### config.mk
export PLATFORM = sky130hd
export DESIGN_NAME = user_rom_reader
export DESIGN_NICKNAME = d
export VERILOG_FILES = /design/src/rtl/user_rom_reader_pkg.sv /design/src/rtl/user_rom_reader_ser.sv /design/src/rtl/user_rom_reader.sv
export SDC_FILE = /design/constraint.sdc
export NUM_CORES = 1
export LEC_CHECK = 0
export BUFFER_PORTS_ARGS = -buffer_cell sky130_fd_sc_hd__buf_2
export CAP_MARGIN = 5
export CELL_PAD_IN_SITES_DETAIL_PLACEMENT = 1
export CELL_PAD_IN_SITES_GLOBAL_PLACEMENT = 2
export CORE_UTILIZATION = 31
export CTS_BUF_LIST = sky130_fd_sc_hd__clkbuf_16
export CTS_CLUSTER_SIZE = 40
export DETAILED_ROUTE_END_ITERATION = 16
export HOLD_SLACK_MARGIN = 0.05
export PLACE_DENSITY = 0.84
export RECOVER_POWER = 50
export SYNTH_ARGS = -nofsm -noshare
export SYNTH_HDL_FRONTEND = slang
export SYNTH_SLANG_ARGS = --single-unit
export TNS_END_PERCENT = 5
### constraint.sdc
create_clock -name clk_i -period 3.3 [get_ports clk_i]
set_input_delay 0.66 -clock clk_i [delete_from_list [all_inputs] [get_ports clk_i]]
set_output_delay 0.66 -clock clk_i [all_outputs]
set_load 0.01 [all_outputs]
### src/rtl/user_rom_reader_pkg.sv
// Shared types for the user ROM byte reader: FSM states, serializer geometry and
// the default OBI request/response structs used on the manager port.
package user_rom_reader_pkg;

  localparam int unsigned BytesPerWord = 4;
  localparam int unsigned WordWidth    = 8 * BytesPerWord;

  typedef enum logic [2:0] {
    RD_IDLE,
    RD_REQ,
    RD_WAIT,
    RD_DRAIN,
    RD_DONE
  } rd_state_e;

  typedef struct packed {
    logic        req;
    logic [31:0] addr;
    logic        we;
    logic [3:0]  be;
    logic [31:0] wdata;
    logic [0:0]  aid;
  } rom_obi_req_t;

  typedef struct packed {
    logic        gnt;
    logic        rvalid;
    logic [31:0] rdata;
    logic        err;
  } rom_obi_rsp_t;

endpackage

### src/rtl/user_rom_reader_ser.sv
// 32-to-8 serializer: loads a word and hands its bytes out MSB-first over a
// valid/ready handshake; last_o marks the handshake of the final byte.
module user_rom_reader_ser
  import user_rom_reader_pkg::*;
(
  input  logic                 clk_i,
  input  logic                 rst_i,
  input  logic                 load_i,
  input  logic [WordWidth-1:0] word_i,
  output logic [7:0]           byte_o,
  output logic                 byte_valid_o,
  input  logic                 byte_ready_i,
  output logic                 last_o
);

  localparam int unsigned IdxW = $clog2(BytesPerWord);
  localparam logic [IdxW-1:0] LastIdx = IdxW'(BytesPerWord - 1);

  logic [WordWidth-1:0] word_q;
  logic [IdxW-1:0]      idx_q;
  logic                 valid_q;
  logic                 hs;

  assign hs = valid_q & byte_ready_i;

  always_ff @(posedge clk_i or posedge rst_i) begin
    if (rst_i) begin
      word_q  <= '0;
      idx_q   <= '0;
      valid_q <= 1'b0;
    end else if (load_i) begin
      word_q  <= word_i;
      idx_q   <= '0;
      valid_q <= 1'b1;
    end else if (hs) begin
      idx_q <= idx_q + 1'b1;
      if (idx_q == LastIdx) valid_q <= 1'b0;
    end
  end

  // Byte 0 is the most significant lane, so shift down by the lanes below it.
  assign byte_o       = 8'(word_q >> {LastIdx - idx_q, 3'b000});
  assign byte_valid_o = valid_q;
  assign last_o       = hs && (idx_q == LastIdx);

endmodule

### src/rtl/user_rom_reader.sv
// OBI manager that reads NumWords consecutive ROM words on a start pulse and
// streams their bytes MSB-first; a bus error aborts the run with a sticky flag.
module user_rom_reader
  import user_rom_reader_pkg::*;
#(
  parameter type         obi_req_t = rom_obi_req_t,
  parameter type         obi_rsp_t = rom_obi_rsp_t,
  parameter logic [31:0] BaseAddr  = 32'h2000_0000,
  parameter int unsigned NumWords  = 8
) (
  input  logic     clk_i,
  input  logic     rst_i,
  input  logic     start_i,
  output logic     busy_o,
  output logic     done_o,
  output logic     err_o,
  output obi_req_t obi_req_o,
  input  obi_rsp_t obi_rsp_i,
  output logic [7:0] byte_o,
  output logic     byte_valid_o,
  input  logic     byte_ready_i
);

  localparam int unsigned IdxW = $clog2(NumWords) + 1;
  localparam logic [IdxW-1:0] LastWord = IdxW'(NumWords - 1);

  rd_state_e       state_q;
  logic [IdxW-1:0] word_idx_q;
  logic            err_q;
  logic            ser_load;
  logic            ser_last;
  logic [31:0]     word_addr;

  assign word_addr = BaseAddr + (32'(word_idx_q) << 2);
  assign ser_load  = (state_q == RD_WAIT) && obi_rsp_i.rvalid && !obi_rsp_i.err;

  always_ff @(posedge clk_i or posedge rst_i) begin
    if (rst_i) begin
      state_q    <= RD_IDLE;
      word_idx_q <= '0;
      err_q      <= 1'b0;
    end else begin
      unique case (state_q)
        RD_IDLE: if (start_i) begin
          err_q      <= 1'b0;
          word_idx_q <= '0;
          state_q    <= RD_REQ;
        end
        RD_REQ: if (obi_rsp_i.gnt) state_q <= RD_WAIT;
        RD_WAIT: if (obi_rsp_i.rvalid) begin
          if (obi_rsp_i.err) begin
            err_q   <= 1'b1;
            state_q <= RD_DONE;
          end else begin
            state_q <= RD_DRAIN;
          end
        end
        RD_DRAIN: if (ser_last) begin
          if (word_idx_q == LastWord) begin
            state_q <= RD_DONE;
          end else begin
            word_idx_q <= word_idx_q + 1'b1;
            state_q    <= RD_REQ;
          end
        end
        RD_DONE: state_q <= RD_IDLE;
        default: state_q <= RD_IDLE;
      endcase
    end
  end

  always_comb begin
    obi_req_o      = '0;
    obi_req_o.req  = (state_q == RD_REQ);
    obi_req_o.addr = word_addr;
    obi_req_o.we   = 1'b0;
    obi_req_o.be   = 4'hF;
  end

  assign busy_o = (state_q != RD_IDLE);
  assign done_o = (state_q == RD_DONE);
  assign err_o  = err_q;

  user_rom_reader_ser u_ser (
    .clk_i       (clk_i),
    .rst_i       (rst_i),
    .load_i      (ser_load),
    .word_i      (obi_rsp_i.rdata),
    .byte_o      (byte_o),
    .byte_valid_o(byte_valid_o),
    .byte_ready_i(byte_ready_i),
    .last_o      (ser_last)
  );

endmodule

* Word-level counts from Yosys, hierarchy flattened *
Cells that the tools add are included.

storage, ports and cells
  bits in registers = 43
  output and inout bits = 83
  logic and storage cells = 58

cells by class
  shifts and indexed selects = 1
  multiplexer cells = 20
  eq/ne operators = 12
  $add $sub $neg = 4
  bitwise gates (word level) = 1
  reductions and logical operators = 14

operators by type and width
  operator                 number
  $shr A32 B5 Y8           1
  $add A30 B6 Y31 const A  1
  $mux W3                  6
  $mux W4                  3
  $pmux W3 S4              1
  $reduce_and A4 Y1        3
  $ne A2 B2 Y1 const B     5
  $pmux W4 S2              1
  $reduce_bool A2 Y1       4
  $eq A3 B2 Y1 const B     2
  $mux W1                  6
  $add A4 B1 Y4 const B    1
  $eq A4 B3 Y1 const B     1
  $mux W2                  2
  $eq A3 B1 Y1 const B     1
  $eq A3 B3 Y1 const B     1
  $logic_and A1 B1 Y1      3
  $logic_not A3 Y1         1
  $reduce_bool A3 Y1       1
  $add A2 B1 Y2 const B    1
  $eq A2 B2 Y1 const B     1
  $ne A2 B1 Y1 const B     1
  $pmux W1 S2              1
  $reduce_and A2 Y1        1
  other kinds (3)          3

* Longest topological paths before layout *
  word-level depth = 5
  gate-level depth with buffers = 5

* By module *
Synthesis repeated with hierarchy kept, for this count alone.

unflattened totals
  cell total of the unflattened synthesis = 213
  area total of the unflattened synthesis = 2605.0 um^2

modules (own cells, without submodules)
  module               area an instance (um^2)  cells each  times used
  user_rom_reader_ser  1560.2                   92          1
  user_rom_reader      1044.8                   121         1

* Worst setup path before layout *
Ideal clock, no wire load.

  path type = register to output
  start point = register u_ser.idx_q[0]
  end point = output byte_o[0]
  path buffers = 1
  cell stages (with the launch flop) = 3
  data required time = 2.640 ns
  arrival time = 1.146 ns
  setup slack = 1.494 ns
  cell sequence = dfrtp_1 > buf_2 > mux4_2

on the way
  word-level cells in the longest chain between the ends = 2

RTL lines
  item                    line                       RTL
  from (decl)             user_rom_reader_ser.sv:20  logic [IdxW-1:0] idx_q;
  from (signal assigned)  user_rom_reader_ser.sv:36  idx_q <= idx_q + 1'b1;
  $sub A2 B2 Y2           user_rom_reader_ser.sv:42  assign byte_o = 8'(word_q >> {LastIdx - idx_q, 3'b000});
  $shr A32 B5 Y8          user_rom_reader_ser.sv:42
  to (decl)               user_rom_reader.sv:19      output logic [7:0] byte_o,

No other way between the ends.

* Worst setup path in the final report *
  start point = register u_ser.idx_q[0]
  end point = output byte_o[1]

The elaborated chain is that of the path after synthesis.

==> impl_metrics.csv <==
group,metric,value,unit
outcome,status,"finished with violations",
outcome,violations,"capacitance limit, slew limit",
layout,seqCellArea,1080,um^2
floorplanning,die_w,95.0,um
critical_path,startpoint_type,"register",
grt,grt_max_degree,44,
routing,ant_nets,0,
routing,vias_per_cell,4.26,
clock_tree,ctsRootBufferMaster,"clkbuf_16",
place,place_congestion,0.741,
timing,grt_setup_unrepaired,"false",
floorplanning,io_pins,122,
timing,period_needed,2.44,ns
yosys,synth_warnings,0,
critical_path,worstSetupPathType,"register to output port",
floorplanning,row_count,33,
yosys,muxShareOfSynthArea,23.9,%
timing,setup_viol,0,
timing,tns,0,ns
grt,grt_pass1_wl,8410,um
timing,skew,0.00514,ns
clock_tree,insertion_delay,0.29,ns
layout,final_nets,315,
routing,dr_wl_met3,292,um
power,power.density,875,nW/um^2
critical_path,arrival,1.78,ns
run,max_cap_violations,1,
timing,relSlewSlack,-11.9,%
clock_tree,clk_pin_slew,0.06,ns
yosys,synth_top_area_share,40.1,%
critical_path,critPathMaxFanout,10,
routing,wl_met2,2700,um
layout,syn_to_final_growth,9.24,%
floorplanning,fp.dieH,95.0,um
clock_tree,cts.path.max_buffers,2,
yosys,synth_fa_ha_area_share,0.934,%
timing,setup_ws,0.860,ns
critical_path,setup.worst_path.end,"byte_o[1]",
yosys,synth_edf_count,0,
grt,antenna_found_initial,0,
grt,grt-ovfl-total,0,
routing,drc,0,
timing,hold_ws,0.507,ns
yosys,postSynth.asyncResetShare,100,%
clock_tree,cts_hold_buf,0,
timing,finalCritPeriodShare,74.0,%
yosys,yosysSeqAreaShare,40.1,%
power,leakage,1.52,nW
yosys,synth_compound_area_share,4.67,%
critical_path,r2r_slack,1.04,ns
routing,dr.pass1.iters,4,
clock_tree,ctsResizeCount,0,
timing,finalHoldViolCount,0,
yosys,yosys_register_bits,43,
floorplanning,start_util,32.3,%
yosys,synth_ff_type,"dfrtp_1",
timing,fmax,410,MHz
critical_path,cp-end-kind,"output port",
routing,post_drt_wl_per_cell,14.0,um
timing,slew_violations,44,
clock_tree,cts_buffers,5,
clock_tree,clock_sinks,43,
layout,fill_cells,945,
yosys,ys_top_cells_by_count,"buf_4, dfrtp_1, mux2_4, nand2_1, mux4_2",
worst_hold_path,min_path_type,"register to register",
clock_tree,cts_tree,"yes",
floorplanning,dieArea,9020,um^2
place,dp_hpwl,3920,um
grt,first_global_vias,1659,
routing,drtIter0Drc,39,
power,total_power,0.00256,W
yosys,synthCells,221,
layout,multiInputGateArea,1260,um^2
yosys,synth_area_leaders,"dfrtp_1, buf_4, mux2_4",
yosys,yosys.area_share.simple,8.36,%
clock_tree,postCtsSetupBuffers,0,
place,pre_cts_ws,1.13,ns
critical_path,rr_worst_depth,4,
layout,layout-drive-gt1-share,36.4,%
routing,m1WireLength,2260,um
yosys,yosysMostFrequentCell,"buf_4",
yosys,synth_area_per_cell,12.1,um^2
power,ir_drop,0.222,mV
yosys,synthDistinctLibCells,38,
routing,wirelength,5320,um
yosys,syn_area,2680,um^2
critical_path,worstPathRequired,2.64,ns
critical_path,critPathLaunch,"u_ser.idx_q[0]",
grt,grtUsageTotal,12.3,%
routing,top_layer,"met4",
yosys,yosys.area.top_type,"dfrtp_1",
floorplanning,core_area,8300,um^2
clock_tree,htreeDepth,2,
critical_path,r2r-start,"state_q[0]",
routing,via_count,1620,
layout,insertedDiodeCount,0,
yosys,synth-xor-area-share,0.327,%
yosys,synth_top_family_by_area,"multiplexers",
critical_path,r2r-end,"u_ser.word_q[18]",
place,io_buffers,55,
timing,tightest_slew,1.68,ns
## metal layers
metal	vias to the layer above	GRT usage (%)
met3	6	2.66
met1	809	15.9
li1	737	-
met2	68	20.4
met4	0	3.79
met5	-	0
## power by group
part           total, W  switching (W)  internal [W]  leakage, nW
sequential      0.00101       0.000249      0.000765        0.530
combinational  0.000979       0.000379      0.000600        0.909
clock          0.000568       0.000211      0.000357       0.0838
total           0.00256       0.000839       0.00172         1.52
## worst max-delay path, stage by stage (launching register included)
cell and delay [ns]:
dfrtp_1 0.75, mux4_2 0.59, buf_2 0.16
## cells by family (layout without fill, tap and decap cells)
family | count (synthesis) | after routing
multiplexers | 40 | 40
adder cells (fa/ha/maj) | 2 | 2
XOR/XNOR | 1 | 1
AO/OA/AOI/OAI | 19 | 19
buffers and inverters | 77 | 67
AND/OR/NAND/NOR | 37 | 37
flip-flops | 43 | 43
other | 2 | 66
## worst min-delay path by stage
| stage | from | cells past startpoint | endpoint | slack, ns |
|---|---|---|---|---|
| finish | u_ser.word_q[13] | 1 | u_ser.word_q[13] | 0.51 |
| global route | u_ser.word_q[13] | 1 | u_ser.word_q[13] | 0.52 |
| CTS | u_ser.word_q[13] | 1 | u_ser.word_q[13] | 0.51 |
| detailed placement | u_ser.word_q[26] | 1 | u_ser.word_q[26] | 0.49 |
| global placement | u_ser.word_q[3] | 1 | u_ser.word_q[3] | 0.48 |
| floorplan | u_ser.word_q[1] | 1 | u_ser.word_q[1] | 0.47 |
## metrics by stage
step	util, %	std cells	cell area, um^2
after floorplan	-	285	2920
after global placement	33.4	372	2770
after detailed placement	33.4	372	2770
after CTS	35.5	380	2940
after global routing	35.3	380	2930
final	35.3	380	2930
## sequential cells by signal, indices dropped and copies added (netlist names)
| name | flops |
|---|---|
| u_ser.byte_valid_o | 1 |
| err_o | 1 |
| u_ser.idx_q | 2 |
| u_ser.word_q | 32 |
| state_q | 3 |
| word_idx_q | 4 |
## layout make-up
| class | instances | share of cell area [%] |
|---|---|---|
| Multi-Input combinational cell | 165 | 43.2 |
| Sequential cell | 43 | 36.8 |
| Timing Repair Buffer | 56 | 9.40 |
| Tap cell | 105 | 4.49 |
| Clock buffer | 5 | 4.27 |
| Clock inverter | 3 | 1.50 |
| Inverter | 3 | 0.385 |
## cells in the final DEF, fill, tap and decap left out, types with 2 or more instances in the layout
cell	count
nor2b_1	2
a211oi_1	2
a21oi_1	2
clkbuf_1	6
nor2_1	5
mux2_4	27
inv_1	3
buf_2	49
clkbuf_16	5
a31oi_1	4
nand3b_1	3
o21ai_0	5
dfrtp_1	43
nand3_1	3
mux2_2	5
nand2_1	13
mux4_2	8
ha_1	2
conb_1	66
nor3b_1	2
Power figures use the tool's default switching activity.
